### src/rtl/map_tile_fetcher_pkg.sv
// ============================================================================
// map_tile_fetcher_pkg : tile-map geometry shared by ROM, fetcher and renderer
// Revision: 1.0
// ============================================================================
`default_nettype none

package map_tile_fetcher_pkg;
    localparam int RAM_WIDTH     = 5;
    localparam int RAM_ADDR_BITS = 11;
    localparam int MAP_COLS      = 100;
    localparam int MAP_ROWS      = 15;
    localparam int TILE_BITS     = 5;
    localparam int VIS_TILES     = 21;
    localparam int H_VISIBLE     = 640;
    localparam int COL_BITS      = 7;
    localparam int ROW_BITS      = 4;
    localparam int IDX_BITS      = 5;

    typedef logic [RAM_WIDTH-1:0] tile_id_t;

    typedef enum logic [1:0] {
        ST_IDLE  = 2'd0,
        ST_ISSUE = 2'd1,
        ST_DRAIN = 2'd2
    } fetch_state_e;

    function automatic logic [RAM_ADDR_BITS-1:0] row_base(input logic [ROW_BITS-1:0] row);
        return RAM_ADDR_BITS'(row) * RAM_ADDR_BITS'(MAP_COLS);
    endfunction
endpackage

`default_nettype wire

### src/rtl/map_tile_fetcher_line_buffer.sv
// ============================================================================
// tile_line_buffer : two-bank tile row cache, write to back, registered read of front
// Revision: 1.0
// ============================================================================
`default_nettype none

module tile_line_buffer
    import map_tile_fetcher_pkg::*;
(
    input  logic                 clk,
    input  logic                 rst_n,
    input  logic                 swap,
    input  logic                 wr_en,
    input  logic [IDX_BITS-1:0]  wr_idx,
    input  logic [RAM_WIDTH-1:0] wr_data,
    input  logic                 rd_valid,
    input  logic [IDX_BITS-1:0]  rd_idx,
    input  logic [TILE_BITS-1:0] rd_px,
    output logic [RAM_WIDTH-1:0] tile_id,
    output logic [TILE_BITS-1:0] tile_px
);
    tile_id_t             bank_q [2][VIS_TILES];
    tile_id_t             bank_d [2][VIS_TILES];
    logic                 bank_sel_q, bank_sel_d;
    tile_id_t             tile_id_q, tile_id_d;
    logic [TILE_BITS-1:0] tile_px_q, tile_px_d;

    always_comb begin
        bank_d     = bank_q;
        bank_sel_d = bank_sel_q ^ swap;
        if (wr_en) begin
            bank_d[~bank_sel_q][wr_idx] = wr_data;
        end
        tile_id_d = '0;
        tile_px_d = '0;
        if (rd_valid) begin
            tile_id_d = bank_q[bank_sel_q][rd_idx];
            tile_px_d = rd_px;
        end
    end

    always_ff @(posedge clk or negedge rst_n) begin
        if (!rst_n) begin
            bank_q     <= '{default: '0};
            bank_sel_q <= 1'b0;
            tile_id_q  <= '0;
            tile_px_q  <= '0;
        end else begin
            bank_q     <= bank_d;
            bank_sel_q <= bank_sel_d;
            tile_id_q  <= tile_id_d;
            tile_px_q  <= tile_px_d;
        end
    end

    assign tile_id = tile_id_q;
    assign tile_px = tile_px_q;
endmodule

`default_nettype wire

### src/rtl/map_tile_fetcher.sv
// ============================================================================
// map_tile_fetcher : map ROM row prefetch with horizontal scroll and column wrap
// Revision: 1.0
// ============================================================================
`default_nettype none

module map_tile_fetcher
    import map_tile_fetcher_pkg::*;
(
    input  logic        clk,
    input  logic        rst_n,
    input  logic        frame_start,
    input  logic        line_start,
    input  logic [9:0]  line_y,
    input  logic [11:0] scroll_x,
    input  logic [9:0]  px_x,
    output logic        map_en,
    output logic [10:0] map_addr,
    input  logic [4:0]  map_data,
    output logic [4:0]  tile_id,
    output logic [4:0]  tile_px,
    output logic        busy,
    output logic        overrun
);
    fetch_state_e             state_q, state_d;
    logic [IDX_BITS-1:0]      idx_q, idx_d;
    logic [COL_BITS-1:0]      col_q, col_d;
    logic [RAM_ADDR_BITS-1:0] row_base_q, row_base_d;
    logic [RAM_ADDR_BITS-1:0] addr_q, addr_d;
    logic                     fetch_done_q, fetch_done_d;
    logic                     overrun_q, overrun_d;
    logic [11:0]              scroll_q, scroll_d;
    logic                     wr_en_q, wr_en_d;
    logic [IDX_BITS-1:0]      wr_idx_q, wr_idx_d;

    logic                     busy_w, swap_w, start_w;
    logic [ROW_BITS-1:0]      start_row_w;
    logic [COL_BITS-1:0]      start_col_w, col_next_w;
    logic [4:0]               line_row_w;
    logic [10:0]              s_w;

    assign busy_w     = (state_q != ST_IDLE);
    assign line_row_w = line_y[9:5];
    assign col_next_w = (col_q == COL_BITS'(MAP_COLS - 1)) ? '0 : col_q + 1'b1;

    always_comb begin
        state_d      = state_q;
        idx_d        = idx_q;
        col_d        = col_q;
        row_base_d   = row_base_q;
        addr_d       = addr_q;
        fetch_done_d = fetch_done_q;
        overrun_d    = overrun_q;
        scroll_d     = scroll_q;
        wr_en_d      = (state_q == ST_ISSUE);
        wr_idx_d     = idx_q;
        swap_w       = 1'b0;
        start_w      = 1'b0;
        start_row_w  = '0;
        start_col_w  = scroll_q[11:5];

        // frame_start outranks everything: it clears overrun and aborts any fetch
        if (frame_start) begin
            overrun_d   = 1'b0;
            scroll_d    = scroll_x;
            start_w     = 1'b1;
            start_col_w = scroll_x[11:5];
        end else if (line_start) begin
            if (line_y[4:0] == 5'd31 && line_row_w < 5'(MAP_ROWS - 1)) begin
                if (busy_w) begin
                    overrun_d = 1'b1;
                end else begin
                    start_w     = 1'b1;
                    start_row_w = ROW_BITS'(line_row_w + 5'd1);
                end
            end
            if (line_y[4:0] == 5'd0) begin
                if (fetch_done_q && !busy_w) begin
                    swap_w       = 1'b1;
                    fetch_done_d = 1'b0;
                end else begin
                    overrun_d = 1'b1;
                end
            end
        end

        case (state_q)
            ST_IDLE: ;
            ST_ISSUE: begin
                if (idx_q == IDX_BITS'(VIS_TILES - 1)) begin
                    state_d = ST_DRAIN;
                end else begin
                    idx_d  = idx_q + 1'b1;
                    col_d  = col_next_w;
                    addr_d = row_base_q + RAM_ADDR_BITS'(col_next_w);
                end
            end
            ST_DRAIN: begin
                state_d      = ST_IDLE;
                fetch_done_d = 1'b1;
            end
            default: state_d = ST_IDLE;
        endcase

        if (start_w) begin
            state_d      = ST_ISSUE;
            idx_d        = '0;
            col_d        = start_col_w;
            row_base_d   = row_base(start_row_w);
            addr_d       = row_base(start_row_w) + RAM_ADDR_BITS'(start_col_w);
            fetch_done_d = 1'b0;
        end
    end

    always_ff @(posedge clk or negedge rst_n) begin
        if (!rst_n) begin
            state_q      <= ST_IDLE;
            idx_q        <= '0;
            col_q        <= '0;
            row_base_q   <= '0;
            addr_q       <= '0;
            fetch_done_q <= 1'b0;
            overrun_q    <= 1'b0;
            scroll_q     <= '0;
            wr_en_q      <= 1'b0;
            wr_idx_q     <= '0;
        end else begin
            state_q      <= state_d;
            idx_q        <= idx_d;
            col_q        <= col_d;
            row_base_q   <= row_base_d;
            addr_q       <= addr_d;
            fetch_done_q <= fetch_done_d;
            overrun_q    <= overrun_d;
            scroll_q     <= scroll_d;
            wr_en_q      <= wr_en_d;
            wr_idx_q     <= wr_idx_d;
        end
    end

    assign s_w = {1'b0, px_x} + {6'b0, scroll_q[4:0]};

    tile_line_buffer u_line_buffer (
        .clk      (clk),
        .rst_n    (rst_n),
        .swap     (swap_w),
        .wr_en    (wr_en_q),
        .wr_idx   (wr_idx_q),
        .wr_data  (map_data),
        .rd_valid (px_x < 10'(H_VISIBLE)),
        .rd_idx   (IDX_BITS'(s_w >> TILE_BITS)),
        .rd_px    (s_w[4:0]),
        .tile_id  (tile_id),
        .tile_px  (tile_px)
    );

    assign map_en   = (state_q == ST_ISSUE);
    assign map_addr = addr_q;
    assign busy     = busy_w;
    assign overrun  = overrun_q;
endmodule

`default_nettype wire

### config.mk
export PLATFORM = sky130hd
export DESIGN_NAME = map_tile_fetcher
export DESIGN_NICKNAME = d
export VERILOG_FILES = /design/src/rtl/map_tile_fetcher_pkg.sv /design/src/rtl/map_tile_fetcher_line_buffer.sv /design/src/rtl/map_tile_fetcher.sv
export SDC_FILE = /design/constraint.sdc
export NUM_CORES = 1
export LEC_CHECK = 0
export ABC_AREA = 1
export BUFFER_PORTS_ARGS = -buffer_cell sky130_fd_sc_hd__buf_4
export CAP_MARGIN = 25
export CORE_MARGIN = 1.5
export CORE_UTILIZATION = 35
export CTS_BUF_LIST = sky130_fd_sc_hd__clkbuf_16
export DETAILED_ROUTE_END_ITERATION = 10
export PLACE_DENSITY_LB_ADDON = 0.05
export RECOVER_POWER = 25
export SETUP_SLACK_MARGIN = 0.5
export SLEW_MARGIN = 10
export SYNTH_ARGS = -nofsm -noshare
export SYNTH_HDL_FRONTEND = slang
export SYNTH_SLANG_ARGS = --single-unit
### constraint.sdc
create_clock -name clk -period 3.89 [get_ports clk]
set_clock_uncertainty 0.15 [all_clocks]
set_input_delay 0 -clock clk [delete_from_list [all_inputs] [get_ports clk]]
set_output_delay 0 -clock clk [all_outputs]
set_load 0.01 [all_outputs]
==> summary.txt, run 1 <==
Power
  – Part of the total power dissipated in combinational logic: roughly 14%
  – Power density over the cells: approximately 460 nW/um^2
  – Leak Pwr: around 0.008 uW
  – Sequential share of power: between 40 and 50%
  – Switching fraction of total power: approximately 28%
  – Int Pwr: ~5200 uW
  – Peak supply drop: roughly 210 uV
  – Net switching power figure: between 2000 and 2500 uW
  – Proportion of power drawn by the clock network: between 30% and 40%

Routing
  – Number of remaining DRC errors: 0
  – Via-to-Cell Ratio: just under 5
  – DR WL met3: between 1.5 and 2 mm
  – Sum of met2 wire segment lengths after detailed routing: approximately 18 mm
  – Routed met1 length: ~19 mm
  – WL/cell: 17.24 microns
  – Iter 0 DRT Violations: between 600 and 700
  – Post-Route WL: 39.45 mm
  – Post-route ant nets: 0
  – First-pass iteration count of the detailed router: 5
  – Routed via count: 11295
  – Highest layer used for signal routing: met4

Worst hold path
  – Min-Delay Path Class: primary input to register

Clock network
  – TritonCTS buffer count: 35
  – H-tree lvl count: 2
  – CTS Root Buffer Type: sky130_fd_sc_hd__clkbuf_16
  – CTS sink count: 273
  – TritonCTS clock tree: yes
  – Clock latency on the worst-skew pair: around 0.52 ns
  – Maximum buffer depth of the clock tree: 3
  – Clk slew on worst S/H paths: approximately 0.06 ns

Finish
  – Antenna Diode Count: 0
  – Number of non-filler instances in the completed layout: roughly 2300
  – Post-synthesis to final-layout area growth: 18.46%
  – Area of all placed cells without fillers: about 16000 sq um
  – Fin nets: between 1500 and 2000
  – Layout cell share with drive strength beyond 1: approximately 7.5%

Global route
  – Global-route wire length before repair: approximately 64 mm
  – Remaining global-route overflow: 0
  – Total global-route track usage: around a fifth
  – Number of antenna violations at the first check in global routing: 0
  – Via count of the first global-routing pass: 11298
  – Maximum number of pins on one net before global-route repair: a little under 80

Setup path
  – Maximum fanout count along the critical path: 18
  – Worst setup slack for register-to-register paths: between 0.7 and 0.8 ns
  – Worst setup SP type: primary input
  – Critical Path End Type: register
  – Required time of the critical path: roughly 4.1 ns
  – CP Class: primary input to register
  – Data arrival time of the worst path: about 3.4 ns
  – Worst setup path end: map_addr[10]$_DFFE_PN0P_
  – Launching element of the worst setup path: frame_start
  – Reg2Reg Depth: 18
  – Worst reg2reg endpoint: map_addr[10]$_DFFE_PN0P_
  – Reg-to-reg critical path startpoint: state_q[1]$_DFFE_PN0P_

Outcome
  – Status: finished, violations left
  – Violations in the final reports: capacitance limit, slew limit

Yosys
  – Synthesized netlist cell count: about 1600
  – Post-synthesis sequential area ratio: roughly half
  – Number of synthesized register bits: 273
  – Fraction of post-synthesis cell area in the top cell type by area: between 50% and 60%
  – Total nets after synthesis: between 1500 and 2000
  – Top cell type by total area after synthesis: sky130_fd_sc_hd__dfrtp_1
  – Most used flip-flop cell after synthesis: sky130_fd_sc_hd__dfrtp_1
  – Largest cells by area after synthesis: sky130_fd_sc_hd__dfrtp_1 51%, sky130_fd_sc_hd__nand2_1 13%, sky130_fd_sc_hd__o21ai_0 11%
  – Synth warnings: 0
  – Synthesized area: about 13000 sq um
  – Cell variety after synth: between 40 and 50
  – Number of enable-type register cells in the synthesized netlist: 0
  – Mean area per synthesized cell: a little over 8 sq um
  – Share of flip-flops with an asynchronous set or reset: 100.0%

Place
  – Detailed placement HPWL: ~25 mm
  – Final weighted congestion of routability-driven global placement: roughly 0.82
  – Count of buffers from port buffering: 64
  – Cell area after placement: ~14000 sq um
  – Placed cell count: approximately 2200

Die
  – Die height: about 200 microns
  – Width of the chip: just under 200 microns
  – Area of the core: ~38000 sq um
  – Count of standard-cell rows: between 70 and 80
  – Top-level port count: 65
  – Total Die Area: approximately 40000 sq um
  – Initial Utilization: a little over a third

STA
  – Number of hold violations in the final report: 0
  – Setup total negative slack: 0 ns
  – Slew at the pin closest to its max-slew limit: 1.855 ns
  – Final slew viol count: 73
  – Maximum achievable frequency: 0.3141 GHz
  – Worst rel slew slack: -23.64%
  – Portion of the clock cycle consumed by the worst path in the final layout: approximately four fifths
  – Final number of setup-violating endpoints: 0
  – RSZ-0062 raised after global routing: no
  – Minimum clock period: roughly 3.2 ns

Run
  – Max-cap violation count: 1
## logic make-up after synthesis
logic type / Yosys count / share of synthesized area (%)
muxes: 20 / 1.498
xor gates and xnor gates: 19 / 1.245
adders and majority gates: 32 / 3.220
buffers and inverters: 156 / 5.195
and+or+nand+nor: 798 / 24.23
DFF: 273 / 51.11
AOI/OAI and AO/OA: 351 / 13.50
## state kept, by name, summed over array words and instances, names as in the netlist, 7 cells and up
signal	cells
row_base_q	9
map_addr	9
scroll_q	12
u_line_buffer.bank_q	210
col_q	7
## layer usage
layer / vias to the layer above / global-route usage (%)
met2: 198 / 33.23
met4: 0 / 5.808
li1: 5634 / -
met1: 5409 / 29.49
met5: - / 0
met3: 54 / 2.831
## what timing repair did
action                                 4_1_cts  5_1_grt
resized for setup                            0       11
endpoints found under the hold margin      420        1
hold buffers                                51        2
buffers inserted                             0        1
setup endpoints to repair                    0        2
## final cells by class
class | count | area, sq um
clock buffer | 37 | 925.9
clock inverter | 23 | 90.09
fill | 3986 | 21830
inverter | 84 | 315.3
multi-input combinational | 1220 | 5873
sequential | 273 | 6835
tap | 511 | 639.4
timing repair buffer | 140 | 1155
## stage by stage
step / setup slack, ns / hold slack (ns) / utilization [%] / total power [uW]
2_1_floorplan: 0.7912 / -0.4456 / - / 4005
3_3_place_gp: 0.4223 / -0.07173 / 38.07 / 4413
3_5_place_dp: 0.4227 / -0.08217 / 38.11 / 4427
4_1_cts: 0.5008 / 0.02497 / 42.21 / 7444
5_1_grt: 0.3308 / 0.08292 / 42.04 / 7725
6_report: 0.7060 / 0.01692 / 42.04 / 7308
## synth_stat cells (all sizes together), types with 15 or more instances
master  count
nand2     456
o21ai     308
dfrtp     273
nor2      196
nand3     128
inv        83
clkbuf     37
buf        35
ha         28
a21oi      23
mux2i      20
xor2       15
## worst max-delay path: stages
cell	delay [ns]
sky130_fd_sc_hd__dlygate4sd3_1	0.53
sky130_fd_sc_hd__clkbuf_1	0.66
sky130_fd_sc_hd__nand2_1	0.09
sky130_fd_sc_hd__dlygate4sd3_1	0.58
sky130_fd_sc_hd__nand2_1	0.14
sky130_fd_sc_hd__ha_1	0.21
sky130_fd_sc_hd__fa_1	0.22
sky130_fd_sc_hd__a31oi_1	0.11
sky130_fd_sc_hd__or2_2	0.29
sky130_fd_sc_hd__nand2_1	0.09
sky130_fd_sc_hd__nand3_2	0.09
sky130_fd_sc_hd__nor2_1	0.09
sky130_fd_sc_hd__o21ai_0	0.08
sky130_fd_sc_hd__nand2_1	0.07
sky130_fd_sc_hd__o21ai_0	0.07
sky130_fd_sc_hd__nand2_1	0.06
sky130_fd_sc_hd__nand2_1	0.06
## cells in the final DEF, fill, tap and decap left out, types with 5 or more instances in the layout
| cell type | n |
|---|---|
| sky130_fd_sc_hd__nand2_2 | 6 |
| sky130_fd_sc_hd__xor2_1 | 15 |
| sky130_fd_sc_hd__nand3_1 | 123 |
| sky130_fd_sc_hd__a21oi_1 | 22 |
| sky130_fd_sc_hd__dlygate4sd3_1 | 52 |
| sky130_fd_sc_hd__ha_1 | 28 |
| sky130_fd_sc_hd__clkinv_1 | 7 |
| sky130_fd_sc_hd__clkbuf_1 | 23 |
| sky130_fd_sc_hd__buf_4 | 56 |
| sky130_fd_sc_hd__inv_1 | 92 |
| sky130_fd_sc_hd__o21ai_0 | 295 |
| sky130_fd_sc_hd__nand3_2 | 5 |
| sky130_fd_sc_hd__dfrtp_1 | 272 |
| sky130_fd_sc_hd__mux2i_1 | 20 |
| sky130_fd_sc_hd__clkbuf_16 | 37 |
| sky130_fd_sc_hd__inv_2 | 5 |
| sky130_fd_sc_hd__nand2_1 | 449 |
| sky130_fd_sc_hd__nor3_1 | 9 |
| sky130_fd_sc_hd__a22oi_1 | 5 |
| sky130_fd_sc_hd__o21ai_1 | 12 |
| sky130_fd_sc_hd__nor2_1 | 190 |
## power by group through the flow
stage | sequential [uW] | combinational (uW) | clock [uW]
after floorplan | 3370 | 639 | 0
after global placement | 3390 | 1020 | 0
after detailed placement | 3390 | 1030 | 0
after CTS | 3350 | 1090 | 3010
after global routing | 3390 | 1200 | 3140
final | 3350 | 1040 | 2910
## worst min-delay path by stage
stage	slack [ns]	from	to	cells past startpoint
floorplan	-0.45	rst_n	col_q[0]$_DFFE_PN0P_	0
global placement	-0.07	rst_n	u_line_buffer.bank_q[52]$_DFFE_PN0P_	1
detailed placement	-0.08	rst_n	u_line_buffer.bank_q[157]$_DFFE_PN0P_	1
CTS	0.02	line_y[0]	row_base_q[3]$_DFFE_PN0N_	7
global route	0.08	line_y[8]	row_base_q[5]$_DFFE_PN0N_	6
finish	0.02	line_y[8]	row_base_q[5]$_DFFE_PN0N_	6
Note: power is estimated with default switching activity, not from simulation.
==> run 2, diff against run 1 <==
Clock period 3.89 ns to 3.05 ns, I/O delays scaled along.
==> run 2 against run 1 <==
Net effect: the run ends with hold timing left; design area grew 11%; total power rose by 34%; utilization is 4.5 points higher; largest cell class unchanged; sequential cell count unchanged; via count rose by 3.3%; register-to-register slack got worse by 0.43 ns; highest routed layer unchanged; sequential power grew 28%; critical path depth increased by 3.
==> summary.txt, run 2 (synthesis gave the netlist of run 1 again) <==
Power
  – Post-layout power: 9807 uW (+34%)
  – Proportion of power drawn by the clock network: 38.1% (-1.8 points)
  – Int Pwr: 6950 uW (+33%)
  – Power density over the cells: 559.9 nW/um^2 (+21%)
  – Part of the total power dissipated in combinational logic: 18.2% (+3.9 points)
  – Switching fraction of total power: 29.14% (+0.83 points)
  – Peak supply drop: 354.1 uV (+69%)
  – Sequential share of power: 43.7% (-2.1 points)
  – Net switching power figure: 2858 uW (+38%)
  – Leak Pwr: 0.008401 uW (+7.8%)

Global route
  – Maximum number of pins on one net before global-route repair: 80 (+2.6%)
  – Total global-route track usage: 21.54% (+0.74 points)
  – Global-route wire length before repair: 65.25 mm (+2.7%)
  – Remaining global-route overflow: 0 (unchanged)
  – Via count of the first global-routing pass: 11326 (+0.25%)
  – Number of antenna violations at the first check in global routing: 0 (unchanged)

Clock network
  – Maximum buffer depth of the clock tree: 3 (unchanged)
  – TritonCTS buffer count: 34 (-2.9%)
  – CTS Root Buffer Type: sky130_fd_sc_hd__clkbuf_16
  – CTS sink count: 273 (unchanged)
  – Clock latency on the worst-skew pair: 0.52 ns (about the same)
  – TritonCTS clock tree: yes
  – Clk slew on worst S/H paths: 0.06 ns (about the same)
  – H-tree lvl count: 2 (unchanged)

Finish
  – Fin nets: 1891 (+3.5%)
  – Most frequent standard cell in the layout excluding fill and tap cells: sky130_fd_sc_hd__nand2_1
  – Post-synthesis to final-layout area growth: 31.05%
  – Antenna Diode Count: 0 (unchanged)
  – Most frequent cells in the layout: 440 x sky130_fd_sc_hd__nand2_1, 284 x sky130_fd_sc_hd__o21ai_0, 272 x sky130_fd_sc_hd__dfrtp_1
  – Regs by FF count: u_line_buffer.bank_q: 210 flops, scroll_q: 12 flops
  – Area of all placed cells without fillers: 17520 sq um (+11%)
  – Layout cell share with drive strength beyond 1: 18.30% (+11 points)
  – Flip-flop count of the largest register after layout: 210 (unchanged)
  – Register with the most flip-flops: u_line_buffer.bank_q

Routing
  – WL/cell: 18.24 microns (+5.8%)
  – Via-to-Cell Ratio: 4.958 (+0.43%)
  – First-pass iteration count of the detailed router: 6 (+1)
  – Number of remaining DRC errors: 0 (unchanged)
  – Post-Route WL: 42.92 mm (+8.8%)
  – Routed via count: 11666 (+3.3%)
  – Iter 0 DRT Violations: 807 (+20%)
  – Post-route ant nets: 0 (unchanged)

Setup path
  – Worst setup SP type: register
  – Data arrival time of the worst path: 3.09 ns (-0.34 ns)
  – Required time of the critical path: 3.36 ns (-0.78 ns)
  – Critical Path End Type: register
  – CP Class: register to register
  – Maximum fanout count along the critical path: 3 (-15)

STA
  – Minimum clock period: 2.776 ns
  – Slew at the pin closest to its max-slew limit: 1.293 ns (-0.5613 ns)
  – Worst Hold Slack: -0.005473 ns (-0.02239 ns)
  – Worst rel slew slack: 13.79% (+37 points)
  – Maximum achievable frequency: roughly 0.36 GHz
  – Portion of the clock cycle consumed by the worst path in the final layout: 91.03%
  – Final slew viol count: 0 (-100%)
  – Final number of setup-violating endpoints: 0 (unchanged)
  – RSZ-0062 raised after global routing: yes
  – Number of hold violations in the final report: 1 (+1)

Place
  – Detailed placement HPWL: 25.40 mm (+2.8%)
  – Cell area after placement: 14710 sq um (+2.5%)
  – Final weighted congestion of routability-driven global placement: 0.7961 (-2.8%)
  – Count of buffers from port buffering: 64 (unchanged)

Worst hold path
  – Min-Delay Path Class: primary input to register

Die
  – Initial Utilization: 35.49% (unchanged)
  – Total Die Area: 39370 sq um (unchanged)
  – Top-level port count: 65 (unchanged)
  – Width of the chip: 198.4 microns (unchanged)
  – Die height: 198.4 microns (unchanged)
  – Area of the core: 37670 sq um (unchanged)
  – Count of standard-cell rows: 71 (unchanged)

Outcome
  – Status: finished, violations left
  – Violations in the final reports: hold timing

Run
  – Max-cap violation count: 0 (-1)
-- run 2: cell count changes in the layout (fill, tap and decap cells not counted), moves of 12 or more --
cell | previous run | this run
sky130_fd_sc_hd__buf_4 | 56 | 98
sky130_fd_sc_hd__nand3_1 | 123 | 50
sky130_fd_sc_hd__nand3_2 | 5 | 68
sky130_fd_sc_hd__inv_1 | 92 | 76
sky130_fd_sc_hd__ha_1 | 28 | 16
-- run 2: worst paths after layout --
path                       slack [ns]  depth (start not counted)                                    end                  from
min                            -0.005                          4     u_line_buffer.tile_px[4]$_DFF_PN0_               px_x[7]
min in group asynchronous        0.46                          3  u_line_buffer.bank_q[169]$_DFFE_PN0P_                 rst_n
max reg2reg                      0.27                         20               map_addr[10]$_DFFE_PN0P_  col_q[0]$_DFFE_PN0P_
max                              0.27                         20               map_addr[10]$_DFFE_PN0P_  col_q[0]$_DFFE_PN0P_
max in group asynchronous        0.55                          4     u_line_buffer.tile_id[2]$_DFF_PN0_                 rst_n
min reg2reg                      0.30                          0                  wr_idx_q[1]$_DFF_PN0_  idx_q[1]$_DFFE_PN0P_
-- run 2: worst max-delay path, cell delays in order, from the launching register on --
cell,delay [ns]
sky130_fd_sc_hd__dfrtp_1,0.40
sky130_fd_sc_hd__ha_2,0.20
sky130_fd_sc_hd__inv_2,0.08
sky130_fd_sc_hd__nor2_4,0.04
sky130_fd_sc_hd__inv_2,0.07
sky130_fd_sc_hd__nor4_4,0.04
sky130_fd_sc_hd__inv_1,0.07
sky130_fd_sc_hd__o21ai_0,0.07
sky130_fd_sc_hd__inv_1,0.08
sky130_fd_sc_hd__ha_2,0.18
sky130_fd_sc_hd__inv_1,0.05
sky130_fd_sc_hd__fa_2,0.37
sky130_fd_sc_hd__o21ai_4,0.19
sky130_fd_sc_hd__a21oi_2,0.09
sky130_fd_sc_hd__nor2_1,0.10
sky130_fd_sc_hd__nand2_1,0.09
sky130_fd_sc_hd__o21ai_1,0.12
sky130_fd_sc_hd__nand2_1,0.06
sky130_fd_sc_hd__o21ai_1,0.13
sky130_fd_sc_hd__nand2_1,0.06
sky130_fd_sc_hd__nand2_1,0.06
-- run 2: cell type report --
type | count | area [sq um]
fill | 3869 | 20150
sequential | 273 | 6835
multi-input combinational | 1220 | 6720
timing repair buffer | 205 | 1964
clock buffer | 37 | 925.9
tap | 511 | 639.4
inverter | 84 | 330.3
clock inverter | 23 | 101.3
-- run 2: power by group through the flow --
stage,logic (uW),clock network [uW],registers [uW]
2_1_floorplan,820,0,4290
4_1_cts,1580,3850,4280
5_1_grt,1980,4000,4330
3_3_place_gp,1350,0,4330
6_report,1790,3740,4280
3_5_place_dp,1360,0,4330
-- run 2: per-stage QoR --
step	setup TNS [ns]	std cells	setup WS (ns)	hold slack, ns	utilization [%]
6_report	0	2353	0.2737	-0.005473	46.51
5_1_grt	0	2353	0.09138	0.05132	46.51
4_1_cts	0	2327	0.2430	0.06588	44.35
3_5_place_dp	-0.1660	2202	-0.09132	-0.09781	39.05
3_3_place_gp	-0.1214	2202	-0.06402	-0.09739	39.05
2_1_floorplan	0	1649	0.2921	-0.4456	-
-- run 2: metal layers --
metal	part of all wire (%)	GRT usage, %
met1	47	30.17
met4	2.4	5.135
met3	4.3	3.086
met5	0	0
met2	46	35.17
-- run 2: repair_timing --
action / 4_1_cts / 5_1_grt
buffers inserted: 9 / 18
endpoints found under the setup margin: 14 / 18
hold buffers: 51 / 1
resized for setup: 48 / 136
cloned: 5 / 6
endpoints found under the hold margin: 469 / 2
pin swaps: 19 / 57
